File: src/rtl/bitstream_load_sequencer.sv
// Walks NUM_TILES tiles: start reader, wait for its word, write it to the tile config slot.
// Optional TLAST_CHECK_EN adds beat counting and tlast framing checks with an ERROR state.
module bitstream_load_sequencer #(
   parameter int NUM_TILES  = 4,
   parameter int TILE_CFG_W = 8,
   localparam int TILE_W    = (NUM_TILES <= 1) ? 1 : $clog2(NUM_TILES)
) (
   input  logic                  clk,
   input  logic                  rst_n,
   input  logic                  load_start,
   input  logic                  abort,
   output logic                  reader_start,
   input  logic                  reader_ready,
   input  logic [TILE_CFG_W-1:0] reader_bits,
   input  logic                  mon_tvalid,
   input  logic                  mon_tready,
   input  logic                  mon_tlast,
   output logic                  cfg_we,
   output logic [TILE_W-1:0]     cfg_addr,
   output logic [TILE_CFG_W-1:0] cfg_data,
   output logic                  busy,
   output logic                  done,
   output logic                  error
);

   typedef enum logic [2:0] {
      S_IDLE, S_START, S_WAIT, S_WRITE, S_DONE, S_ERROR
   } state_t;

   localparam logic [TILE_W-1:0] LAST_TILE = TILE_W'(NUM_TILES - 1);

   state_t                  state_reg, state_next;
   logic [TILE_W-1:0]       tile_idx_reg, tile_idx_next;
   logic [TILE_W-1:0]       cfg_addr_reg, cfg_addr_next;
   logic [TILE_CFG_W-1:0]   cfg_data_reg, cfg_data_next;
   logic                    busy_w;
   logic                    idle_like;
   logic                    frame_err;

   assign busy_w    = (state_reg == S_START) || (state_reg == S_WAIT) || (state_reg == S_WRITE);
   assign idle_like = (state_reg == S_IDLE) || (state_reg == S_DONE) || (state_reg == S_ERROR);

`ifdef TLAST_CHECK_EN
   localparam int EXP_BEATS = NUM_TILES * TILE_CFG_W;
   localparam int BEAT_W    = $clog2(EXP_BEATS + 1);
   localparam logic [BEAT_W:0] EXP_NUM = (BEAT_W + 1)'(EXP_BEATS);

   logic [BEAT_W-1:0] beat_cnt_reg;
   logic [BEAT_W:0]   beat_num;
   logic              beat_acc;

   assign beat_acc = busy_w && mon_tvalid && mon_tready;
   assign beat_num = {1'b0, beat_cnt_reg} + (BEAT_W + 1)'(1);
   // tlast must land exactly on beat E; running past E is also a framing fault
   assign frame_err = beat_acc && (mon_tlast ? (beat_num != EXP_NUM) : (beat_num >= EXP_NUM));

   always_ff @(posedge clk) begin
      if (!rst_n) begin
         beat_cnt_reg <= '0;
      end else if (abort || (idle_like && load_start)) begin
         beat_cnt_reg <= '0;
      end else if (beat_acc) begin
         beat_cnt_reg <= BEAT_W'(beat_num);
      end
   end

   assign error = (state_reg == S_ERROR);
`else
   logic unused_mon;
   assign unused_mon = ^{mon_tvalid, mon_tready, mon_tlast};
   assign frame_err  = 1'b0;
   assign error      = 1'b0;
`endif

   always_ff @(posedge clk) begin
      if (!rst_n) begin
         state_reg    <= S_IDLE;
         tile_idx_reg <= '0;
         cfg_addr_reg <= '0;
         cfg_data_reg <= '0;
      end else begin
         state_reg    <= state_next;
         tile_idx_reg <= tile_idx_next;
         cfg_addr_reg <= cfg_addr_next;
         cfg_data_reg <= cfg_data_next;
      end
   end

   always_comb begin
      state_next    = state_reg;
      tile_idx_next = tile_idx_reg;
      cfg_addr_next = cfg_addr_reg;
      cfg_data_next = cfg_data_reg;
      reader_start  = 1'b0;
      cfg_we        = 1'b0;
      case (state_reg)
         S_IDLE, S_DONE, S_ERROR: begin
            if (load_start) begin
               state_next    = S_START;
               tile_idx_next = '0;
            end
         end
         S_START: begin
            reader_start = 1'b1;
            state_next   = S_WAIT;
         end
         S_WAIT: begin
            if (reader_ready) begin
               cfg_data_next = reader_bits;
               cfg_addr_next = tile_idx_reg;
               state_next    = S_WRITE;
            end
         end
         S_WRITE: begin
            cfg_we = 1'b1;
            if (tile_idx_reg == LAST_TILE) begin
               state_next = S_DONE;
            end else begin
               tile_idx_next = tile_idx_reg + TILE_W'(1);
               state_next    = S_START;
            end
         end
         default: state_next = S_IDLE;
      endcase

      if (frame_err) begin
         state_next    = S_ERROR;
         cfg_we        = 1'b0;
         cfg_addr_next = cfg_addr_reg;
         cfg_data_next = cfg_data_reg;
      end
      // abort beats everything except reset, including a same-cycle load_start
      if (abort) begin
         state_next    = S_IDLE;
         tile_idx_next = tile_idx_reg;
         cfg_addr_next = cfg_addr_reg;
         cfg_data_next = cfg_data_reg;
         cfg_we        = 1'b0;
         reader_start  = 1'b0;
      end
      if (!rst_n) begin
         cfg_we       = 1'b0;
         reader_start = 1'b0;
      end
   end

   assign cfg_addr = cfg_addr_reg;
   assign cfg_data = cfg_data_reg;
   assign busy     = busy_w;
   assign done     = (state_reg == S_DONE);

endmodule

File: config.mk
export PLATFORM = sky130hd
export DESIGN_NAME = bitstream_load_sequencer
export DESIGN_NICKNAME = d
export VERILOG_FILES = /design/src/rtl/bitstream_load_sequencer.sv
export SDC_FILE = /design/constraint.sdc
export NUM_CORES = 1
export LEC_CHECK = 0
export CORE_AREA = 5 5 46 52
export CTS_BUF_LIST = sky130_fd_sc_hd__clkbuf_2
export DETAILED_ROUTE_END_ITERATION = 6
export DIE_AREA = 0 0 51 57
export PLACE_DENSITY = 0.87
export SYNTH_ARGS = -nofsm -noshare
export SYNTH_HDL_FRONTEND = slang
export SYNTH_SLANG_ARGS = --single-unit
File: constraint.sdc
create_clock -name clk -period 1.6 [get_ports clk]
set_input_delay 0.32 -clock clk [delete_from_list [all_inputs] [get_ports clk]]
set_output_delay 0.32 -clock clk [all_outputs]
set_load 0.005 [all_outputs]
==> flow_metrics.env <==
export IMPL_outcome="finished clean"
export IMPL_fp_row_count=17
export IMPL_post_place_ws_ns=-0.349
export IMPL_finalCritPeriodShare_pct=97.9
export IMPL_grt_use_total_pct=10.8
export IMPL_ant_nets=0
export IMPL_grt_overflow_total=0
export IMPL_hpwl_um=1220
export IMPL_power_density_nw_per_um2=573
export IMPL_crit_type="input pin to primary output"
export IMPL_drv_slew=0
export IMPL_grt_pass1_vias=631
export IMPL_vdd_ir_drop_max_uv=528
export IMPL_core_area_um2=1890
export IMPL_cts_buffers_inserted=3
export IMPL_dp_cells=121
export IMPL_start_util_pct=38.9
export IMPL_maxCapViolations=0
export IMPL_insertion_delay_ns=0.27
export IMPL_crit_fanout=3
export IMPL_hold_class="flip-flop to flip-flop"
export IMPL_power_leakage_nw=0.419
export IMPL_arrival_ns=1.25
export IMPL_htree_levels=1
export IMPL_syn_cell_area_um2=737
export IMPL_cts_clk_slew_worst_paths_ns=0.14
export IMPL_drt_wl_total_um=1600
export IMPL_grt_pass1_wl_um=2460
export IMPL_fp_dieH_um=57
export IMPL_antenna_found_initial=0
export IMPL_synth_xor_area_share_pct=1.19
export IMPL_clock_sinks=15
export IMPL_synth_top_family_by_area="simple AND/OR/NAND/NOR gates"
export IMPL_cp_end_kind="primary output"
export IMPL_syn_nets=91
export IMPL_finalWorstSetupSlack_ns=0.0333
export IMPL_final_cell_mix="clkdlybuf4s50_1, mux2i_1, dfxtp_1"
export IMPL_vias=623
export IMPL_fin_nets=129
export IMPL_gp_congestion=0.748
export IMPL_ios=31
export IMPL_drc=0
export IMPL_synth_avg_cell_area_um2=9.96
export IMPL_synth_seq_area_share_pct=40.7
export IMPL_fp_dieW_um=51
export IMPL_drt_iter0_markers=4
export IMPL_num_antenna_cells=0
export IMPL_layout_cells_most_common="clkdlybuf4s50_1"
export IMPL_wl_per_cell_um=12.3
export IMPL_root_buffer="clkbuf_2"
export IMPL_stdcell_area_um2=1130
export IMPL_detailed_place_area_um2=1050
export IMPL_synth_cell_types=23
export IMPL_grt_max_degree=15
export IMPL_rsz0062_at_grt="yes"
export IMPL_cts_max_path_buffers=2
export IMPL_largest_reg_flops=8
export IMPL_die_area_um2=2910
export IMPL_final_core_util_pct=59.7
export IMPL_start_kind="input pin"
export IMPL_port_buffers=26
export IMPL_syn_inst=74
export IMPL_fmax_mhz=638
export IMPL_synth_warnings=0
export IMPL_syn2layout_area_growth_pct=53.3
export IMPL_fin_cells=130
export IMPL_finClkSkew_ns=0.0127
export IMPL_cts_tree="built"
export IMPL_synth_simple_area_share_pct=29.5
export IMPL_fin_hold_ws_ns=0.502
export IMPL_worstPathRequired_ns=1.28
export IMPL_synth_compound_area_share_pct=2.72
export IMPL_dr_pass1_iters=4
export IMPL_muxShareOfSynthArea_pct=17.7
export IMPL_synth_fa_ha_area_share_pct=1.70
export IMPL_fin_crit_ns=1.57
export IMPL_ys_seq_elements=15
export IMPL_vias_per_cell=4.79
export IMPL_drive_gt1_share_pct=27.0
export IMPL_final_setup_viol_count=0
export IMPL_hold_viol=0
export IMPL_fillers=171
Yosys cell counts:
| library cell | count | area [um^2] |
|---|---|---|
| buf_4 | 1 | 7.51 |
| clkbuf_1 | 1 | 3.75 |
| buf_2 | 1 | 5.00 |
| nand3b_1 | 3 | 22.5 |
| dfxtp_1 | 15 | 300 |
| or2b_1 | 2 | 15.0 |
| nor2b_1 | 12 | 75.1 |
| mux2i_1 | 13 | 130 |
| ha_1 | 1 | 12.5 |
| clkbuf_2 | 1 | 5.00 |
| nand2b_4 | 1 | 13.8 |
| nor3b_1 | 1 | 7.51 |
| and2_1 | 2 | 12.5 |
| nand2_1 | 2 | 7.51 |
| nand3_1 | 1 | 5.00 |
| nor2_1 | 5 | 18.8 |
| xnor2_1 | 1 | 8.76 |
| buf_6 | 2 | 22.5 |
| nor3_1 | 2 | 10.0 |
| a21oi_1 | 4 | 20.0 |
| nand2b_1 | 1 | 6.26 |
| conb_1 | 1 | 3.75 |
| nor4b_4 | 1 | 23.8 |
final cells by class:
cell class                      instances  area (um^2)  share of cell area (%)
Tap cell                               19         23.8                    2.10
Multi-Input combinational cell         53          420                    37.2
Clock buffer                            4         20.0                    1.77
Sequential cell                        15          304                    26.9
Timing Repair Buffer                   39          362                    32.0
final timing paths:
check                  start               to  slack (ns)  cells past startpoint
min          tile_idx_reg[1]  tile_idx_reg[1]        0.50                      2
min reg2reg  tile_idx_reg[1]  tile_idx_reg[1]        0.50                      2
max reg2reg     state_reg[0]      cfg_data[0]        0.15                      6
max                    abort     reader_start        0.03                      4
worst max-delay path: stages:
cell and delay (ns):
clkdlybuf4s50_1 0.41, nand2b_2 0.23, nor3_2 0.15, buf_2 0.13
power breakdown:
part	internal [mW]	total (mW)	switching [mW]
combinational	0.0612	0.0936	0.0324
clock	0.0663	0.174	0.108
sequential	0.377	0.379	0.00282
per-stage QoR:
stage / setup TNS (ns) / total power [mW]
floorplan: 0 / 0.424
global placement: -1.91 / 0.471
finish: 0 / 0.647
global route: -0.0823 / 0.681
detailed placement: -1.90 / 0.473
CTS: -0.0525 / 0.648
cell families (layout without fill, tap and decap cells):
kind of cell             count (synthesis)  in the layout
flip-flops                              15             15
buffers and inverters                    6             43
multiplexers                            13             13
adder cells (fa/ha/maj)                  1              1
AO/OA/AOI/OAI                            4              4
other                                    1              1
AND/OR/NAND/NOR                         33             33
XOR/XNOR                                 1              1
routing by layer:
metal | track usage, % | share of wire [%] | up-vias
li1 | - | - | 316
met1 | 10.5 | 40 | 283
met2 | 20.4 | 50 | 24
met3 | 4.18 | 10 | 0
met4 | 3.46 | 0 | 0
met5 | 0 | 0 | -
timing repair:
item,in CTS,in global routing
buffers inserted,3,2
hold buffers,0,0
pin swaps,1,0
setup endpoints to repair,4,2
resized for setup,14,7
hold endpoints to repair,0,0
(Power assumes the default switching activity.)
==> edit: new RTL, same flow settings <==
`TILE_CFG_W`: 8 -> 9.
--- a/src/rtl/bitstream_load_sequencer.sv
+++ b/src/rtl/bitstream_load_sequencer.sv
@@ -3,5 +3,5 @@
 module bitstream_load_sequencer #(
    parameter int NUM_TILES  = 4,
-   parameter int TILE_CFG_W = 8,
+   parameter int TILE_CFG_W = 9,
    localparam int TILE_W    = (NUM_TILES <= 1) ? 1 : $clog2(NUM_TILES)
 ) (
Interface: changed (resized cfg_data and reader_bits); port bits go from 31 to 33. No check against the original RTL was run, so the function may have changed too.
==> edit against the original RTL <==
Area after synthesis up 4.2%; routed wire length up 14%; first-iteration DRC count rose to 3.0 times the old value; sequential cell count up 1; critical path type unchanged; global-route usage up 3.0 points; worst hold slack worse by 9.2 ps; clock skew down 12 ps; total power up 6.1%; cell count up 6.9%; setup slack better by 33 ps; final area up 7.1%; register-to-register slack worse by 40 ps; die area unchanged.
==> edit: results (changes against the original RTL) <==
Global routing
  • Vias in the first global route: 666 (+5.5%)
  • Met1 Use GR: 0.160 (+0.0547)
  • GRT Util Overall: 0.138 (+0.0295)
  • GR Util met3: 0.0392 (-0.00261)
  • Largest net degree at the start of global routing: 16 (+1)
  • First-pass GRT wire length: 3010 um (+22%)
  • Global routing usage on met2: 0.228 (+0.0239)

Drt
  • Vias per cell: 4.85 (+1.2%)
  • Met3 Routed Length: 46 um (-72%)
  • WL met2: 984 um (+23%)
  • Via count: 674 (+8.2%)
  • Top sig layer: met4
  • Drt initial violations: 12 (+8)
  • Met1 wire length: 760 um (+19%)
  • Routed wire length: 1820 um (+14%)

Layout
  • Buffering overhead: 0.337 (+0.0171)
  • Final #Nets: 139 (+7.8%)
  • Final clock-cell share: 0.0155 (-0.00221)
  • Filler cell count: 147 (-14%)
  • Inverter count: 1 (+1)
  • Non-clk bufs: 44 (+13%)
  • Share of layout cells above drive strength 1: 0.250 (-0.0203)
  • Count of multi-input gates: 55 (+3.8%)
  • Sequential cell count: 16 (+1)
  • Multi-input combinational area share: 0.355 (-0.0174)
  • Max reg flops: 9 (+1)
  • Sequential share of cell area: 0.270 (+0.000803)

Logic synthesis
  • Top FF cell, synth: dfxtp_1
  • Synthesized net count: 96 (+5.5%)
  • Largest cells by area after synthesis: dfxtp_1 (42%), mux2i_1 (18%), nor2b_1 (11%), nor4b_4 (3.1%), buf_6 (2.9%)
  • Commonest cells in the netlist: dfxtp_1 (16), mux2i_1 (14), nor2b_1 (13)
  • Synth cell types: 24 (+4.3%)
  • Seq/Total Area, Yosys: 0.417 (+0.00947)
  • Avg Inst Size Synth: 9.85 um2 (-1.1%)

Power and ir drop
  • Leak pwr: 0.550 nW (+31%)
  • Peak supply drop: 0.495 mV (-6.2%)

Critical path
  • R2R depth: 7 (+1)
  • Flop-to-flop setup slack: 110 ps (-40 ps)
  • CP peak stage delay: 430 ps (+20 ps)
  • R2R Path End: cfg_data[4]
  • Crit start category: primary input

Placed design
  • Dpl hpwl: 1350 um (+11%)
  • Gpl congestion: 0.760 (+1.6%)
  • Post-placement cell count: 128 (+5.8%)
  • I/O Buffers: 28 (+7.7%)

Run status
  • Status: complete, no violations

Clocking
  • CTS H-Tree Depth: 1 (unchanged)
  • CTS Hold Bufs: 0 (unchanged)
  • Num CTS Buffers: 3 (unchanged)
  • Clk_lat worst skew: 290 ps (+20 ps)

Hold path
  • Hold crit path type: flop to flop
  • Hold Path Stages: 2 (unchanged)

STA
  • Clk_skew: 0.864 ps (-11.8 ps)
## edit: stage by stage
stage	worst slack, ps	utilization	setup TNS (ps)	cell area (um2)	hold slack [ps]
after global placement	-289	0.586	-1170	1110	469
after floorplan	378	-	0	768	448
after CTS	-31.9	0.621	-31.9	1180	496
final	66.7	0.639	0	1210	492
after detailed placement	-377	0.586	-1710	1110	475
after global routing	-13.1	0.639	-13.1	1210	533
## edit: cells by family after synthesis
group / count (synthesis) / share of synthesized area
other cells: 1 / 0.00488
simple gates: 34 / 0.274
fa+ha+maj: 1 / 0.0163
xor+xnor: 1 / 0.0114
buf+inv: 7 / 0.0619
compound gates: 4 / 0.0326
mux: 14 / 0.182
flops: 16 / 0.417
## edit: what timing repair did
item,CTS,global route
setup buffers,3,4
gates resized for setup,17,7
pin swaps,1,2
setup endpoints to repair,4,3
## edit: report_power, final
part	leakage [nW]	internal (W)	switching, W
clock	0.0140	0.0000543	0.000122
sequential	0.131	0.000400	0.00000331
combinational	0.405	0.0000702	0.0000367
